**src/rtl/no_border_stream_ctrl.sv**
```systemverilog
`default_nettype none
// ============================================================================
// Module   : no_border_stream_ctrl
// Purpose  : Upstream control unit for no_border_scheme_mask. Accepts a raster
//            pixel stream (valid/ready), forwards registered pixels to the mask,
//            tracks row/col and flags cycles where the mask output holds a full
//            in-image window, together with that window's centre coordinate.
//            One frame is sequenced per accepted start pulse.
// Options  : `define WIN_CNT_EN adds the win_count output (windows in frame).
// Revision : 1.0 - initial release
// ============================================================================
module no_border_stream_ctrl #(
  parameter int ROW_WIDTH  = 100,
  parameter int COL_HEIGHT = 100,
  parameter int PIX_BIT    = 8,
  parameter int MASK_WIDTH = 7,
  parameter int MASK_LAT   = 1,
  localparam int CW = $clog2(ROW_WIDTH),
  localparam int RW = $clog2(COL_HEIGHT)
`ifdef WIN_CNT_EN
  , localparam int WCW = $clog2(ROW_WIDTH*COL_HEIGHT+1)
`endif
) (
  input  logic               clk,
  input  logic               reset,
  input  logic               start,
  input  logic               src_valid,
  input  logic [PIX_BIT-1:0] src_pix,
  output logic               src_ready,
  output logic               busy,
  output logic               ctrl2buf_valid,
  output logic [PIX_BIT-1:0] data_cu2bufcf,
  output logic               win_valid,
  output logic [RW-1:0]      win_row,
  output logic [CW-1:0]      win_col,
  output logic               frame_done
`ifdef WIN_CNT_EN
  , output logic [WCW-1:0]   win_count
`endif
);

  localparam int H  = (MASK_WIDTH - 1) / 2;
  localparam int DW = $clog2(MASK_LAT + 1);

  localparam logic [CW-1:0] c_COL_LAST  = CW'(ROW_WIDTH - 1);
  localparam logic [RW-1:0] c_ROW_LAST  = RW'(COL_HEIGHT - 1);
  localparam logic [CW-1:0] c_COL_QMIN  = CW'(MASK_WIDTH - 1);
  localparam logic [RW-1:0] c_ROW_QMIN  = RW'(MASK_WIDTH - 1);
  localparam logic [CW-1:0] c_COL_HALF  = CW'(H);
  localparam logic [RW-1:0] c_ROW_HALF  = RW'(H);
  localparam logic [DW-1:0] c_DRAIN_END = DW'(MASK_LAT);
  localparam logic [DW-1:0] c_FD_AT     = DW'(MASK_LAT - 1);

  typedef enum logic [1:0] {
    S_IDLE   = 2'd0,
    S_STREAM = 2'd1,
    S_DRAIN  = 2'd2
  } state_t;

  state_t             r_state;
  logic [RW-1:0]      r_row;
  logic [CW-1:0]      r_col;
  logic [DW-1:0]      r_dcnt;
  logic               r_src_ready;
  logic               r_busy;
  logic               r_frame_done;
  logic               r_c2b_valid;
  logic [PIX_BIT-1:0] r_c2b_data;
  logic               r_pq [MASK_LAT];
  logic [RW-1:0]      r_pr [MASK_LAT];
  logic [CW-1:0]      r_pc [MASK_LAT];
  logic               r_win_valid;
  logic [RW-1:0]      r_win_row;
  logic [CW-1:0]      r_win_col;

  logic               w_xfer;
  logic               w_last;
  logic               w_q;
  logic [RW-1:0]      w_wrow;
  logic [CW-1:0]      w_wcol;

  assign w_xfer = src_valid & r_src_ready;
  assign w_last = (r_row == c_ROW_LAST) && (r_col == c_COL_LAST);
  // Window is complete only once MASK_WIDTH rows and columns have arrived;
  // columns below that belong to windows wrapping across a row edge.
  assign w_q    = (r_row >= c_ROW_QMIN) && (r_col >= c_COL_QMIN);
  assign w_wrow = w_q ? (r_row - c_ROW_HALF) : '0;
  assign w_wcol = w_q ? (r_col - c_COL_HALF) : '0;

  // Frame sequencer: IDLE -> STREAM (count pixels) -> DRAIN (flush latency).
  always_ff @(posedge clk or negedge reset) begin
    if (!reset) begin
      r_state      <= S_IDLE;
      r_row        <= '0;
      r_col        <= '0;
      r_dcnt       <= '0;
      r_src_ready  <= 1'b0;
      r_busy       <= 1'b0;
      r_frame_done <= 1'b0;
    end else begin
      r_frame_done <= 1'b0;
      case (r_state)
        S_IDLE: begin
          if (start) begin
            r_state     <= S_STREAM;
            r_row       <= '0;
            r_col       <= '0;
            r_src_ready <= 1'b1;
            r_busy      <= 1'b1;
          end
        end
        S_STREAM: begin
          if (w_xfer) begin
            if (w_last) begin
              r_state     <= S_DRAIN;
              r_src_ready <= 1'b0;
              r_dcnt      <= '0;
            end else if (r_col == c_COL_LAST) begin
              r_col <= '0;
              r_row <= r_row + 1'b1;
            end else begin
              r_col <= r_col + 1'b1;
            end
          end
        end
        S_DRAIN: begin
          if (r_dcnt == c_FD_AT) begin
            r_frame_done <= 1'b1;
          end
          if (r_dcnt == c_DRAIN_END) begin
            r_state <= S_IDLE;
            r_busy  <= 1'b0;
          end else begin
            r_dcnt <= r_dcnt + 1'b1;
          end
        end
        default: begin
          r_state     <= S_IDLE;
          r_src_ready <= 1'b0;
          r_busy      <= 1'b0;
        end
      endcase
    end
  end

  // Forward each accepted pixel to the mask one cycle later; data holds otherwise.
  always_ff @(posedge clk or negedge reset) begin
    if (!reset) begin
      r_c2b_valid <= 1'b0;
      r_c2b_data  <= '0;
    end else begin
      r_c2b_valid <= w_xfer;
      if (w_xfer) begin
        r_c2b_data <= src_pix;
      end
    end
  end

  // Delay window qualifier/centre to line up with the mask's output latency.
  always_ff @(posedge clk or negedge reset) begin
    if (!reset) begin
      for (int i = 0; i < MASK_LAT; i++) begin
        r_pq[i] <= 1'b0;
        r_pr[i] <= '0;
        r_pc[i] <= '0;
      end
      r_win_valid <= 1'b0;
      r_win_row   <= '0;
      r_win_col   <= '0;
    end else begin
      r_pq[0] <= w_xfer & w_q;
      r_pr[0] <= w_wrow;
      r_pc[0] <= w_wcol;
      for (int i = 1; i < MASK_LAT; i++) begin
        r_pq[i] <= r_pq[i-1];
        r_pr[i] <= r_pr[i-1];
        r_pc[i] <= r_pc[i-1];
      end
      r_win_valid <= r_pq[MASK_LAT-1];
      if (r_pq[MASK_LAT-1]) begin
        r_win_row <= r_pr[MASK_LAT-1];
        r_win_col <= r_pc[MASK_LAT-1];
      end
    end
  end

`ifdef WIN_CNT_EN
  logic [WCW-1:0] r_win_count;

  // Count windows presented this frame; counts the current window in its own cycle.
  always_ff @(posedge clk or negedge reset) begin
    if (!reset) begin
      r_win_count <= '0;
    end else if ((r_state == S_IDLE) && start) begin
      r_win_count <= '0;
    end else if (r_pq[MASK_LAT-1]) begin
      r_win_count <= r_win_count + 1'b1;
    end
  end

  assign win_count = r_win_count;
`endif

  assign src_ready      = r_src_ready;
  assign busy           = r_busy;
  assign ctrl2buf_valid = r_c2b_valid;
  assign data_cu2bufcf  = r_c2b_data;
  assign win_valid      = r_win_valid;
  assign win_row        = r_win_row;
  assign win_col        = r_win_col;
  assign frame_done     = r_frame_done;

endmodule
`default_nettype wire

```
**config.mk**
```make
export PLATFORM = sky130hd
export DESIGN_NAME = no_border_stream_ctrl
export DESIGN_NICKNAME = d
export VERILOG_FILES = /design/src/rtl/no_border_stream_ctrl.sv
export SDC_FILE = /design/constraint.sdc
export NUM_CORES = 1
export LEC_CHECK = 0
export ABC_AREA = 1
export CAP_MARGIN = 10
export CORE_ASPECT_RATIO = 2
export CORE_MARGIN = 2
export CORE_UTILIZATION = 49
export CTS_CLUSTER_DIAMETER = 50
export DETAILED_ROUTE_END_ITERATION = 8
export PLACE_DENSITY_LB_ADDON = 0.15
export SYNTH_ARGS = -nofsm -noshare
export SYNTH_HDL_FRONTEND = slang
export SYNTH_SLANG_ARGS = --single-unit
export TNS_END_PERCENT = 100
```
**constraint.sdc**
```tcl
create_clock -name clk -period 1.8 [get_ports clk]
set_clock_uncertainty 0.15 [all_clocks]
set_input_delay 0.36 -clock clk [delete_from_list [all_inputs] [get_ports clk]]
set_output_delay 0.36 -clock clk [all_outputs]
set_load 0.1 [all_outputs]
```
# [After elaboration in Yosys (flattened, before gate mapping)]
# Index checks and enable logic that the tools add are counted.
[classes] n_reduce_logical=11 mux=26 mul=0 div_mod_pow=0 magnitude_cmp=2 n_shift=0 n_eq_ne=10 bitwise=4 n_addsub=5
[op_table] cell="$mux 7" n=9
[op_table] cell="$pmux 7 s2" n=2
[op_table] cell="$add 7x1->7 const B" n=2
[op_table] cell="$eq 7x7->1 const B" n=2
[op_table] cell="$ge 7x3->1 const B" n=2
[op_table] cell="$sub 7x2->7 const B" n=2
[op_table] cell="$ne 2x2->1 const B" n=6
[op_table] cell="$reduce_and 4->1" n=3
[op_table] cell="$mux 2" n=4
[op_table] cell="$mux 1" n=7
[op_table] cell="$pmux 1 s3" n=2
[op_table] cell="$pmux 2 s3" n=1
[op_table] cell="$reduce_and 3->1" n=2
[op_table] cell="$reduce_and 5->1" n=1
[op_table] cell="$reduce_bool 2->1" n=2
[op_table] cell="$and 1x1->1" n=2
[op_table] cell="$eq 2x1->1 const B" n=1
[op_table] cell="$eq 2x2->1 const B" n=1
[op_table] cell="$logic_and 1x1->1" n=2
[op_table] cell="$logic_not 2->1" n=1
[op_table] cell="$not 1->1" n=2
[op_table] cell="$pmux 1 s2" n=1
[op_table] cell="$add 1x1->1 const B" n=1
[word_totals] register_bits=59 inputBits=12 rom_bits=0 latchBits=0 mem_bits_rw=0 output_inout_bits=27 mem_count=0

# [Logic depth before layout (Yosys ltp)]
# Gate-level depths: netlist of the first run.
[logic_depth] word_depth=5 mapped_depth=10 ltp_nobuf=9

# [Least setup slack after synthesis of the first run]
# OpenSTA, ideal clock, no wires.
[synth_path] path_kind="reg-to-reg" from="register r_src_ready, in the netlist src_ready" to="register r_row[4]" setup_ns=0.118 path_stages_with_launch=9 arrival_ns=1.864 n_path_buf=1 path_slack_ns=-0.332 cell_sequence="dfrtp_1 > nand2_1 > nand2_2 > nand2_2 > nor2_4 > nand3_4 > buf_8 > nand2_1 > o21ai_2"
[synth_via] elab_chain_len=3
[synth_rtl] element="from (decl)" line_no="64" rtl="logic r_src_ready;"
[synth_rtl] element="from (signal assigned)" line_no="97" rtl="r_src_ready <= 1'b0;"
[synth_rtl] element="from (signal assigned)" line_no="108" rtl="r_src_ready <= 1'b1;"
[synth_rtl] element="from (signal assigned)" line_no="116" rtl="r_src_ready <= 1'b0;"
[synth_rtl] element="$and 1x1->1" line_no="82" rtl="assign w_xfer = src_valid & r_src_ready;"
[synth_rtl] element="$ne 2x2->1 (no line)"
[synth_rtl] element="$reduce_and 5->1 (no line)"
[synth_rtl] element="to (signal assigned)" line_no="120" rtl="r_row <= r_row + 1'b1;"
[synth_rtl] element="to (decl)" line_no="61" rtl="logic [RW-1:0] r_row;"
# No other way between the ends.
# A chain may end at the register's enable or synchronous reset.

# [Worst setup path after layout of the first run]
[layout_path] from="register r_col[0]" to="register r_pc[5] (netlist name)"
[layout_via] elab_chain_len=3 word_cells_on_any_way=4 cone_classes="add/sub: 1; order compare: 1; mux: 1; reduce/logical: 1"
[layout_rtl] element="from (decl)" line_no="62" rtl="logic [CW-1:0] r_col;"
[layout_rtl] element="from (signal assigned)" line_no="122" rtl="r_col <= r_col + 1'b1;"
[layout_rtl] element="$ge 7x3->1" line_no="86" rtl="assign w_q = (r_row >= c_ROW_QMIN) && (r_col >= c_COL_QMIN);"
[layout_rtl] element="$logic_and 1x1->1" line_no="86"
[layout_rtl] element="$mux 7 (*)" line_no="88" rtl="assign w_wcol = w_q ? (r_col - c_COL_HALF) : '0;"
[layout_rtl] element="via w_wcol[5]" line_no="80" rtl="logic [CW-1:0] w_wcol;"
[layout_rtl] element="to (signal, indexed assignment)" line_no="177" rtl="r_pc[i] <= r_pc[i-1];"
[layout_rtl] element="to (decl)" line_no="71" rtl="logic [CW-1:0] r_pc [MASK_LAT];"
# Mark *: on every way through the listed nets, which the timed path passes. The rest lies on a longest branch.

==> impl_metrics.yaml, run 1 <==
run_status:
  status: "complete, no violations"
worst_setup_path:
  worst_ep_required_time_ps: 1850
  rrSetupSlack_ps: 50
  crit_path_end_kind: "flop"
  crit_chain: "buf_4, inv_1, ha_1, a21oi_1, nand4_1, o21ai_4, nor2_1"
  cp_max_fo: 15
  arrival_ps: 1800
  cp-endpoint: "r_pc[5]$_DFF_PN0_"
  crit_cells: 7
  startpoint_type: "flop"
  startpoint: "r_col[0]$_DFFE_PN0P_"
  cp_num_buf_inv: 2
  critPathKind: "reg2reg"
  max_stage_delay_ps: 350
  worst_r2r_endpoint: "r_pc[5]$_DFF_PN0_"
  ff2ff_path_depth: 7
  critPathSlowestCell: "dfrtp_1"
  path_delay_family: "compound AO/OA/AOI/OAI gates"
  r2r_start: "r_col[0]$_DFFE_PN0P_"
timing:
  finalMaxSlewViolations: 0
  min_period_ps: 1750
  finalSetupViolCount: 0
  worst_pin_slew_ps: 396
  fin_crit_sh_pct: 97.1
  slew-limit-headroom_pct: 73.5
  timing.fmax_ghz: 0.572
  finalHoldViolCount: 0
routing:
  drt_iter0_drc: 22
  drt-total-wl_microns: 5160
  antenna_left: 0
  vias_per_cell: 5.12
  first_pass_iters: 4
  vias: 2114
  wl_per_cell_microns: 12.5
  route.detailed.drc: 0
global_routing:
  grt_remaining_overflow: 0
  grt_pass1_vias: 2243
  gr-usage-met3_pct: 5.83
  antenna_found_initial: 0
  busiest_layer: "met2"
  grtUsageMet1_pct: 18.6
  globalRouteTotalUtil_pct: 19.5
  use_met2_pct: 35.5
  grt_first_pass_wirelength_microns: 9270
  grt_start_max_net_pins: 60
cts:
  cts_buffer_depth: 2
  root_buffer: "clkbuf_8"
  worstSkewPairLatency_ps: 330
  clk_pin_slew_ps: 60
  cts_max_level: 3
  cts.sinks: 59
  cts_setup_buffers: 0
  cts_buffers: 9
  cts_tree: "done"
logic_synthesis:
  yosys.area.top_type: "dfrtp_1"
  async_flop_share_pct: 100
  ys_top_cells_by_area: "dfrtp_1, nand2_1, mux2_2"
  synth_warnings: 0
  netlist_instances: 292
  syn_area_per_cell_sq_um: 9.47
  netlist_area_sq_mm: 0.00277
  ys_ff_latch: 59
  yosysSeqAreaShare_pct: 53.4
  synth_fp_nets: 308
  synth_top_area_share_pct: 53.4
  yosysUniqueCellTypes: 30
  ys.flop_type: "dfrtp_1"
  synth-edff-count: 0
die:
  dieHeight_microns: 110
  dieArea_sq_mm: 0.00630
  core_area_sq_mm: 0.00542
  die_w_microns: 57.1
  io_pins: 39
  rows: 38
  start_util_pct: 51.0
place:
  dp_hpwl_microns: 3900
  place.gp.congestion: 0.913
  dp_cells: 396
  portBuffers: 38
job:
  maxCapViolCount: 0
finish:
  final_common_cell: "nand2_1"
  n_fill_cell: 431
  layout.cells.non_filler: 413
  final_nets: 364
  area_growth_pct: 36.7
  drive_above_1_share_pct: 28.6
  final_cell_mix: "nand2_1, dfrtp_1, nor2_1, buf_12"
  fin_util_pct: 69.7
  diodes: 0
pwr:
  leakagePower_nw: 1.95
  vdd_drop_max_mv: 1.05
  powerDensity_mw_per_mm2: 1070
  power_mw: 4.05
worst_hold_path:
  hold_class: "reg2reg"
synthesized netlist by cell type, types with 4 or more instances:
library cell and count:
nand2_1 75, dfrtp_1 59, nor2_1 32, inv_1 21, nand3_1 21, mux2_2 14, o21ai_2 8, xor2_1 8
buf_2 6, nand4_1 6, ha_1 4, nand2_2 4, nor2_4 4, o21ai_1 4
per-stage QoR:
stage	hold WS [ps]	TNS [ps]	cell area (sq um)	setup slack [ps]
global placement	237	-224	3550	-34.3
floorplan	-85.6	0	2770	103
global route	346	-86.9	3780	-23.9
finish	324	0	3780	52.3
CTS	326	0	3770	49.7
detailed placement	234	-631	3550	-98.3
how the worst min path moves through the flow:
stage / startpoint / end / cells past startpoint
detailed placement: reset / win_valid$_DFF_PN0_ / 2
finish: r_pc[0]$_DFF_PN0_ / win_col[0]$_DFFE_PN0P_ / 1
global route: r_pc[5]$_DFF_PN0_ / win_col[5]$_DFFE_PN0P_ / 1
global placement: reset / win_col[1]$_DFFE_PN0P_ / 2
floorplan: reset / busy$_DFFE_PN0P_ / 0
CTS: r_pc[3]$_DFF_PN0_ / win_col[3]$_DFFE_PN0P_ / 1
layout make-up:
class	count	area, sq um	share of cell area, %
sequential	59	1480	39.2
inverter	25	93.8	2.48
clock buffer	10	128	3.38
timing repair buffer	55	788	20.9
tap	60	75.1	1.99
clock inverter	6	80.1	2.12
multi-input combinational	198	1130	30.0
per-layer routing:
metal / wire [microns] / vias up
met5: 0 / -
met1: 1860 / 1008
li1: - / 1039
met3: 221 / 12
met2: 2940 / 55
met4: 142 / 0
power breakdown:
part / total [mW] / switching (mW) / internal [mW]
registers: 1.57 / 0.144 / 1.43
logic: 1.24 / 0.778 / 0.457
clock network: 1.24 / 0.474 / 0.769
total: 4.05 / 1.40 / 2.65
flip-flops by register name (all words and copies together) (netlist names):
name / cells
busy: 1
ctrl2buf_valid: 1
data_cu2bufcf: 8
frame_done: 1
r_col: 7
r_dcnt: 1
r_pc: 7
r_pq: 1
r_pr: 7
r_row: 7
r_state: 2
src_ready: 1
win_col: 7
win_row: 7
win_valid: 1
kinds of logic (layout without fill, tap and decap cells):
family	after synthesis	count (layout)	share of synthesized area [%]
AND/OR/NAND/NOR	152	152	25.7
flip-flops	59	59	53.4
buffers and inverters	35	96	5.97
AO/OA/AOI/OAI	19	19	4.57
multiplexers	14	14	5.70
XOR/XNOR	9	9	2.85
adder cells (fa/ha/maj)	4	4	1.81
timing repair:
| item | 4_1_cts | 5_1_grt |
|---|---|---|
| resized for setup | 0 | 2 |
| hold endpoints to repair | 59 | 0 |
| endpoints found under the setup margin | 0 | 15 |
| hold buffers | 1 | 0 |
(Power assumes the default switching activity.)
==> run 2: changes to the inputs <==
ABC_CLOCK_PERIOD_IN_PS = 1800   (was not set)
CORE_MARGIN = not set   (was 2)
==> impl_metrics.yaml, run 2 (same netlist as run 1, synthesis figures left out) <==
routing:
  wl_per_cell_microns: 12.9
  drt_iter0_drc: 34
  antenna_left: 0
  route.detailed.drc: 0
  drt-total-wl_microns: 5310
  vias_per_cell: 5.06
  first_pass_iters: 4
  vias: 2091
finish:
  final_nets: 364
  n_fill_cell: 443
  final_cell_mix: "nand2_1, dfrtp_1, nor2_1, buf_12"
  drive_above_1_share_pct: 28.9
  final_common_cell: "nand2_1"
  layout.cells.non_filler: 413
  fin_util_pct: 70.0
  fin_area_sq_mm: 0.00379
  largest_register_ffs: 8
  area_growth_pct: 37.1
  diodes: 0
place:
  portBuffers: 38
  dpl_cell_area_sq_mm: 0.00356
  dp_cells: 396
  dp_hpwl_microns: 4060
  place.gp.congestion: 0.884
global_routing:
  grt_start_max_net_pins: 20
  grt_remaining_overflow: 0
  use_met2_pct: 36.7
  grtUsageMet1_pct: 21.6
  antenna_found_initial: 0
  grt_pass1_vias: 2117
  grt_first_pass_wirelength_microns: 9020
  busiest_layer: "met2"
  gr-usage-met3_pct: 7.17
  globalRouteTotalUtil_pct: 21.8
die:
  start_util_pct: 51.0
  rows: 38
  dieHeight_microns: 108
  core_area_sq_mm: 0.00542
  die_w_microns: 55.1
  io_pins: 39
  dieArea_sq_mm: 0.00597
worst_setup_path:
  worst_ep_required_time_ps: 1870
  critPathKind: "reg2reg"
  startpoint_type: "flop"
  arrival_ps: 1750
  crit_path_end_kind: "flop"
  cp_max_fo: 9
pwr:
  powerDensity_mw_per_mm2: 1070
  leakagePower_nw: 1.95
  vdd_drop_max_mv: 0.748
  power_mw: 4.06
timing:
  worst_pin_slew_ps: 414
  timing.fmax_ghz: 0.594
  fin_crit_sh_pct: 93.5
  min_period_ps: 1680
  finalHoldViolCount: 0
  finalMaxSlewViolations: 0
  slew-limit-headroom_pct: 72.3
  finalSetupViolCount: 0
run_status:
  status: "complete, no violations"
cts:
  worstSkewPairLatency_ps: 340
  cts_tree: "done"
  cts.sinks: 59
  clk_pin_slew_ps: 60
  cts_buffer_depth: 2
  cts_buffers: 9
  root_buffer: "clkbuf_8"
  cts_max_level: 3
  cts_setup_buffers: 0
job:
  maxCapViolCount: 0
worst_hold_path:
  hold_class: "in2async"
==> run 2: cell counts in the layout (fill, tap and decap cells not counted) <==
No cell type changed its count.
==> run 2: area by class of cell <==
| type | count | area [sq um] | area share [%] |
|---|---|---|---|
| Timing Repair Buffer | 55 | 801 | 21.1 |
| Inverter | 25 | 93.8 | 2.47 |
| Sequential cell | 59 | 1480 | 39.1 |
| Multi-Input combinational cell | 198 | 1130 | 29.9 |
| Clock inverter | 6 | 80.1 | 2.11 |
| Tap cell | 60 | 75.1 | 1.98 |
| Clock buffer | 10 | 128 | 3.37 |
==> run 2: final timing paths <==
| path | start | endpoint | slack, ps | depth (start not counted) |
|---|---|---|---|---|
| max in group asynchronous | reset | src_ready$_DFFE_PN0P_ | 680 | 3 |
| hold reg to reg | r_pr[2]$_DFF_PN0_ | win_row[2]$_DFFE_PN0P_ | 330 | 1 |
| hold / removal | reset | win_col[1]$_DFFE_PN0P_ | 330 | 2 |
| setup reg to reg | r_col[0]$_DFFE_PN0P_ | r_col[0]$_DFFE_PN0P_ | 120 | 8 |
| min in group clk | r_pr[2]$_DFF_PN0_ | win_row[2]$_DFFE_PN0P_ | 330 | 1 |
| setup / recovery | r_col[0]$_DFFE_PN0P_ | r_col[0]$_DFFE_PN0P_ | 120 | 8 |
==> run 2: report_power, final <==
part	switching (mW)	total, mW	internal (mW)
combinational	0.772	1.23	0.460
sequential	0.148	1.58	1.43
clock	0.481	1.25	0.769
total	1.40	4.06	2.66
==> run 2: critical path, stage by stage (launching register included) <==
cell	delay [ps]
dfrtp_2	410
ha_2	230
nand3_1	130
nor2_4	180
nand3_4	120
nand2_4	140
inv_2	80
nand2_1	70
o21ai_1	60
==> run 2: per-stage QoR <==
| step | hold WS (ps) | worst slack (ps) | TNS [ps] |
|---|---|---|---|
| 2_1_floorplan | -85.6 | 103 | 0 |
| 3_3_place_gp | 151 | -36.4 | -242 |
| 3_5_place_dp | 158 | -80.6 | -522 |
| 4_1_cts | 319 | 19.4 | 0 |
| 5_1_grt | 334 | -5.46 | -5.46 |
| 6_report | 327 | 117 | 0 |
==> run 2: metal layers <==
layer,up-vias,routed length (microns)
li1,1038,-
met1,1000,1940
met2,42,3070
met3,11,186
met4,0,107
met5,-,0
==> run 2: what timing repair did <==
action	in CTS	in global routing
hold buffers	1	0
endpoints found under the setup margin	0	27
resized for setup	0	3
endpoints found under the hold margin	13	0
